## src/rtl/ysyx_24090003_pkg.sv

```systemverilog
// Shared types and constants for the ysyx_24090003 core: the WBU state encoding
// and the RV32 load funct3 codes.
package ysyx_24090003_pkg;

  typedef enum logic [1:0] {
    IDLE     = 2'd0,
    WAIT_MEM = 2'd1,
    WRITE    = 2'd2
  } wbu_state_e;

  localparam logic [2:0] LB  = 3'b000;
  localparam logic [2:0] LH  = 3'b001;
  localparam logic [2:0] LW  = 3'b010;
  localparam logic [2:0] LBU = 3'b100;
  localparam logic [2:0] LHU = 3'b101;

endpackage

```

## src/rtl/ysyx_24090003_load_ext.sv

```systemverilog
// Combinational load extender: picks the addressed byte/half from an aligned
// memory word and sign- or zero-extends it according to the load funct3.
module ysyx_24090003_load_ext
  import ysyx_24090003_pkg::*;
(
  input  logic [2:0]  fmt,
  input  logic [1:0]  addr_lo,
  input  logic [31:0] rdata,
  output logic [31:0] result
);

  logic [7:0]  byte_lanes [4];
  logic [7:0]  byte_sel;
  logic [15:0] half_sel;

  generate
    for (genvar gi = 0; gi < 4; gi++) begin : g_lane
      assign byte_lanes[gi] = rdata[8*gi +: 8];
    end
  endgenerate

  assign byte_sel = byte_lanes[addr_lo];
  assign half_sel = addr_lo[1] ? rdata[31:16] : rdata[15:0];

  always_comb begin
    result = rdata;
    case (fmt)
      LB:      result = {{24{byte_sel[7]}}, byte_sel};
      LH:      result = {{16{half_sel[15]}}, half_sel};
      LBU:     result = {24'd0, byte_sel};
      LHU:     result = {16'd0, half_sel};
      LW:      result = rdata;
      default: result = rdata;  // undefined encodings pass the whole word
    endcase
  end

endmodule

```

## src/rtl/ysyx_24090003_wbu.sv

```systemverilog
// Writeback unit: accepts one retired instruction, waits for load data if needed,
// then strobes the register file for one cycle. Optional minstret via YSYX_24090003_WBU_MINSTRET_EN.
module ysyx_24090003_wbu
  import ysyx_24090003_pkg::*;
(
  input  logic        cpu_clk,
  input  logic        rst,
  input  logic        ex_valid,
  output logic        ex_ready,
  input  logic [4:0]  ex_rd,
  input  logic        ex_wen,
  input  logic        ex_is_load,
  input  logic [2:0]  ex_load_fmt,
  input  logic [1:0]  ex_addr_lo,
  input  logic [31:0] ex_result,
  input  logic        mem_rvalid,
  input  logic [31:0] mem_rdata,
  output logic        reg_write_enable,
  output logic [4:0]  EXrd,
  output logic [31:0] reg_write_data,
  input  logic [4:0]  rs1,
  input  logic [4:0]  rs2,
  output logic        hazard,
  output logic        commit,
  output logic [63:0] minstret
);

  wbu_state_e  state_reg;
  logic [4:0]  pend_rd_reg;
  logic        pend_wen_reg;
  logic [2:0]  pend_fmt_reg;
  logic [1:0]  pend_addr_reg;
  logic        wen_reg;
  logic [4:0]  exrd_reg;
  logic [31:0] wdata_reg;
  logic        commit_reg;
  logic [31:0] load_data;
  logic        pend_write;

  ysyx_24090003_load_ext u_load_ext (
    .fmt     (pend_fmt_reg),
    .addr_lo (pend_addr_reg),
    .rdata   (mem_rdata),
    .result  (load_data)
  );

  // The write-port outputs are loaded on the transition into WRITE and cleared
  // on leaving it, so they never see ex_* combinationally.
  always_ff @(posedge cpu_clk or posedge rst) begin
    if (rst) begin
      state_reg     <= IDLE;
      pend_rd_reg   <= '0;
      pend_wen_reg  <= 1'b0;
      pend_fmt_reg  <= '0;
      pend_addr_reg <= '0;
      wen_reg       <= 1'b0;
      exrd_reg      <= '0;
      wdata_reg     <= '0;
      commit_reg    <= 1'b0;
    end else begin
      wen_reg    <= 1'b0;
      commit_reg <= 1'b0;
      case (state_reg)
        IDLE: begin
          if (ex_valid) begin
            pend_rd_reg   <= ex_rd;
            pend_wen_reg  <= ex_wen;
            pend_fmt_reg  <= ex_load_fmt;
            pend_addr_reg <= ex_addr_lo;
            if (ex_is_load) begin
              state_reg <= WAIT_MEM;
            end else begin
              state_reg  <= WRITE;
              wen_reg    <= ex_wen && (ex_rd != 5'd0);
              exrd_reg   <= ex_rd;
              wdata_reg  <= ex_result;
              commit_reg <= 1'b1;
            end
          end
        end
        WAIT_MEM: begin
          if (mem_rvalid) begin
            state_reg  <= WRITE;
            wen_reg    <= pend_wen_reg && (pend_rd_reg != 5'd0);
            exrd_reg   <= pend_rd_reg;
            wdata_reg  <= load_data;
            commit_reg <= 1'b1;
          end
        end
        WRITE:   state_reg <= IDLE;
        default: state_reg <= IDLE;
      endcase
    end
  end

  assign pend_write       = (state_reg != IDLE) && pend_wen_reg && (pend_rd_reg != 5'd0);
  assign hazard           = pend_write && ((rs1 == pend_rd_reg) || (rs2 == pend_rd_reg));
  assign ex_ready         = (state_reg == IDLE);
  assign reg_write_enable = wen_reg;
  assign EXrd             = exrd_reg;
  assign reg_write_data   = wdata_reg;
  assign commit           = commit_reg;

`ifdef YSYX_24090003_WBU_MINSTRET_EN
  logic [63:0] minstret_reg;

  always_ff @(posedge cpu_clk or posedge rst) begin
    if (rst) begin
      minstret_reg <= '0;
    end else if (commit_reg) begin
      minstret_reg <= minstret_reg + 64'd1;
    end
  end

  assign minstret = minstret_reg;
`else
  assign minstret = '0;
`endif

endmodule

```

## config.mk

```make
export PLATFORM = sky130hd
export DESIGN_NAME = ysyx_24090003_wbu
export DESIGN_NICKNAME = d
export VERILOG_FILES = /design/src/rtl/ysyx_24090003_pkg.sv /design/src/rtl/ysyx_24090003_load_ext.sv /design/src/rtl/ysyx_24090003_wbu.sv
export SDC_FILE = /design/constraint.sdc
export NUM_CORES = 1
export LEC_CHECK = 0
export BUFFER_PORTS_ARGS = -buffer_cell sky130_fd_sc_hd__buf_2
export CAP_MARGIN = 20
export CELL_PAD_IN_SITES_DETAIL_PLACEMENT = 2
export CELL_PAD_IN_SITES_GLOBAL_PLACEMENT = 2
export CORE_UTILIZATION = 27
export CTS_CLUSTER_SIZE = 25
export DETAILED_ROUTE_END_ITERATION = 8
export HOLD_SLACK_MARGIN = 0.05
export MAX_ROUTING_LAYER = met4
export PLACE_DENSITY_LB_ADDON = 0.08
export SYNTH_ARGS = -nofsm -noshare
export SYNTH_HDL_FRONTEND = slang
export SYNTH_SLANG_ARGS = --single-unit
export TNS_END_PERCENT = 20
```

## constraint.sdc

```tcl
create_clock -name cpu_clk -period 4.13 [get_ports cpu_clk]
set_input_delay 1.239 -clock cpu_clk [delete_from_list [all_inputs] [get_ports cpu_clk]]
set_output_delay 1.239 -clock cpu_clk [all_outputs]
set_load 0.01 [all_outputs]
```

* Word-level counts from Yosys, hierarchy flattened
Index checks and enable logic that the tools add are counted.
Cells by class: shifts and indexed selects 0, add/sub/neg operators 0, multipliers 0, div/mod/pow operators 0, bitwise operators 1, equal/unequal tests 9, magnitude comparators 1, mux-type cells 25, reduce and logical (&&, ||, !) cells 15
Operators by type and width (count):
- $pmux W32 S4 | 1
- $mux W32 | 3
- $pmux W32 S2 | 1
- $bmux W8 S2 | 1
- $mux W16 | 1
- $mux W8 | 2
- $mux W5 | 3
- $eq A5 B5 Y1 | 2
- $pmux W5 S2 | 1
- $reduce_bool A5 Y1 | 2
- $eq A3 B3 Y1 const B | 2
- $mux W1 | 6
- $mux W2 | 3
- $ne A2 B2 Y1 const B | 3
- $logic_and A1 B1 Y1 | 5
- $pmux W1 S2 | 2
- $pmux W2 S2 | 1
- $reduce_and A2 Y1 | 2
- $reduce_and A4 Y1 | 1
- $reduce_bool A2 Y1 | 2
- $eq A3 B1 Y1 const B | 1
- $ge A3 B3 Y1 const B | 1
- $logic_not A3 Y1 | 1
- $not A2 Y3 | 1
- 3 further kinds | 3
Storage, ports and cells: memory bits (writable) 0, bits in latches 0, word-level logic and storage cells 60, ROM bits 0, flip-flop bits (word level) 52, memories kept 0

* Depth between registers and ports, before layout
depth in word-level cells 7, depth in mapped cells 7, depth with buffers taken out 5

* Hierarchy
Synthesis repeated with hierarchy kept, for this count alone.
Second synthesis, totals: cell total of the unflattened synthesis 405, area, all modules 3766.1 um^2
By module, submodules not included:
- ysyx_24090003_wbu | cells an instance 287, times used 1, area an instance 2966.6 um^2
- ysyx_24090003_load_ext | cells an instance 118, times used 1, area an instance 799.5 um^2

* Least setup slack after synthesis
OpenSTA, ideal clock, no wires.
path kind input to output, from input rs2[1], to output hazard, path slack 0.900 ns, arrival 1.991 ns, cell stages on the path 4, buffers on the path 0, cell sequence xor2_1 > nor3_1 > nand3_1 > a211oi_1
On the way: longest elaborated chain between the ends 3
RTL lines:
- start: declaration | RTL line ysyx_24090003_wbu.sv:22 | input logic [4:0] rs2,
- $eq A5 B5 Y1 | RTL line ysyx_24090003_wbu.sv:97 | assign hazard = pend_write && ((rs1 == pend_rd_reg) || (rs2 == pend_rd_reg));
- $logic_or A1 B1 Y1 | RTL line ysyx_24090003_wbu.sv:97
- $logic_and A1 B1 Y1 | RTL line ysyx_24090003_wbu.sv:97
- end: declaration | RTL line ysyx_24090003_wbu.sv:23 | output logic hazard,
Every way passes these cells.

* Final worst setup path
Ends and elaborated chain as after synthesis.

==> impl_metrics.json <==
{
  "final_hold_viol_count": 0,
  "power-per-cell-area_nw_per_um2": 545,
  "gp_congestion": 0.783,
  "grtUsageTotal": 0.193,
  "die_y_um": 117,
  "overflow": 0,
  "clockBufferDepth": 2,
  "whs_endpoint": "reg_write_data[7]$_DFFE_PP0P_",
  "final-setup-viol-count": 0,
  "avgSynthCellArea_um2": 9.35,
  "cts_tree": "yes",
  "worstPathMaxFanout": 1,
  "postCtsSetupBuffers": 0,
  "finish.net_count": 589,
  "drive_gt1_frac": 0.385,
  "post_drt_wl_per_cell_um": 18.6,
  "drv_cap": 0,
  "fin_skew_ps": 5.08,
  "rsz0062_at_grt": "false",
  "tns_ps": 0,
  "root_buffer": "clkbuf_16",
  "async_flop_share": 1.00,
  "cts.sinks": 52,
  "slew_viol_final": 0,
  "final_util": 0.329,
  "ys_top_cells_by_area": "dfrtp_1 (36%), buf_4 (14%), a211oi_2 (5.2%)",
  "cts_buffers": 5,
  "synth_top_flop_cell": "dfrtp_1",
  "outcome": "complete, no violations",
  "core_region_area_um2": 12800,
  "synth_top_area_frac": 0.362,
  "synth_commonest_cells": "buf_4 (66), dfrtp_1 (52), nor2_1 (42)",
  "cts_htree_levels": 2,
  "vias": 3098,
  "dieArea_um2": 13800,
  "yosysWarnings": 0,
  "r2r_end": "reg_write_data[0]$_DFFE_PP0P_",
  "finalPower_w": 0.00229,
  "max_slew_margin": 0.411,
  "drt-pass1-iter-count": 4,
  "worstSetupEndpointType": "output port",
  "min_period_over_period": 0.834,
  "path_class": "input pin to output port",
  "areaGrowthSynthToFinish_pct": 17.1,
  "syn_area_um2": 3590,
  "ir_worst_vdd_mv": 0.177,
  "synth_edf_count": 0,
  "whs_path_depth": 2,
  "cts.repair.resized": 0,
  "wl_mm": 12.5,
  "regToRegSetupSlack_ps": 1740,
  "routed_via_density": 4.60,
  "hp-start": "reg_write_data[7]$_DFFE_PP0P_",
  "postSynthCellCount": 384,
  "start_util": 0.281,
  "cellLeakagePower_nw": 1.92,
  "synth_most_common_cell": "buf_4",
  "ys_ff_latch": 52,
  "min_path_type": "flip-flop to flip-flop",
  "ant_nets": 0,
  "clk_latency_ps": 290,
  "drt-initial-drc-count": 96,
  "fin_crit_ps": 3440,
  "critical_path_required_ps": 2890,
  "postCtsHoldBufs": 0,
  "largest_reg_flops": 32,
  "io_pins": 195,
  "clk_pin_slew_ps": 70,
  "drc": 0,
  "grt_pass1_wl_mm": 19.9,
  "cp-start-kind": "input pin",
  "clock.fmax_mhz": 290,
  "synth_cell_types": 44,
  "worstPathArrival_ps": 2200,
  "rr_worst_depth": 4,
  "portBuffers": 130,
  "rows": 41,
  "die_x_um": 117,
  "synth_top_area_cell": "dfrtp_1",
  "antenna_found_initial": 3,
  "worst_pin_slew_ps": 884,
  "post-dp-hpwl_mm": 9.55,
  "grt_pass1_vias": 3491,
  "yosysSeqAreaShare": 0.362,
  "grt_max_degree": 43,
  "r2r_start": "pend_fmt_reg[1]$_DFFE_PP0P_"
}
metal layers:
layer,routed length (um),share of wire,global-route usage
met5,0,0,-
met4,175,0.014,0.0503
met3,690,0.055,0.0413
met2,6090,0.49,0.323
met1,5560,0.44,0.235
power by group:
part           internal, W  switching (W)  leakage (nW)
clock             0.000221       0.000190        0.0667
combinational     0.000414       0.000578          1.25
sequential        0.000710       0.000178         0.605
how the worst max path moves through the flow:
| stage | from | to | slack (ps) |
|---|---|---|---|
| 6_report | rs2[1] | hazard | 690 |
| 4_1_cts | rs2[1] | hazard | 670 |
| 5_1_grt | rs2[1] | hazard | 570 |
| 2_1_floorplan | rs2[1] | hazard | 900 |
| 3_5_place_dp | rs2[1] | hazard | 670 |
| 3_3_place_gp | rs2[1] | hazard | 730 |
final cells by class:
| type | instances | area, um2 |
|---|---|---|
| clock buffer | 6 | 129 |
| timing repair buffer | 134 | 681 |
| sequential | 52 | 1300 |
| tap | 172 | 215 |
| fill | 1479 | 8570 |
| clock inverter | 1 | 5.00 |
| multi-input combinational | 300 | 1840 |
| antenna | 3 | 7.51 |
| inverter | 6 | 27.5 |
cell families (layout without fill, tap and decap cells):
| group | Yosys count | count (layout) | share of synthesized area |
|---|---|---|---|
| compound gates | 76 | 76 | 0.171 |
| xor+xnor | 10 | 10 | 0.0244 |
| buf+inv | 95 | 147 | 0.192 |
| flops | 52 | 52 | 0.362 |
| mux | 21 | 21 | 0.0732 |
| other cells | 1 | 67 | 0.00104 |
| simple gates | 129 | 129 | 0.175 |
cells in the final DEF (no fill, tap or decap), types with 4 or more instances in the layout:
cell type  netlist  layout
conb_1           1      64
nor3_1           7       7
o311ai_1         8       8
a31oi_1          5       5
a311oi_1         7       7
nand3_1         10      10
o21ai_0          4       4
xnor2_1          4       4
o32ai_1          8       8
nor2_1          42      42
a211oi_2        15      15
mux2_2          16      16
nand2_1         41      41
buf_2            2     130
a21oi_1         23      23
clkbuf_16        0       5
nor3_2          11      11
xor2_1           6       6
or3_1            7       7
dfrtp_1         52      52
buf_4           66       4
critical path, stage by stage:
cell and delay, ps:
buf_2 100, xor2_1 140, nor3_1 190, nand3_1 110
a211oi_1 260, buf_2 170
metrics by stage:
step	cells	area [um2]	hold slack (ps)	setup WS (ps)
after floorplan	447	3830	505	900
after global placement	664	4060	471	734
after detailed placement	664	4060	481	667
after CTS	671	4200	499	667
after global routing	674	4200	536	568
final	674	4200	498	686
Power figures use the tool's default switching activity.
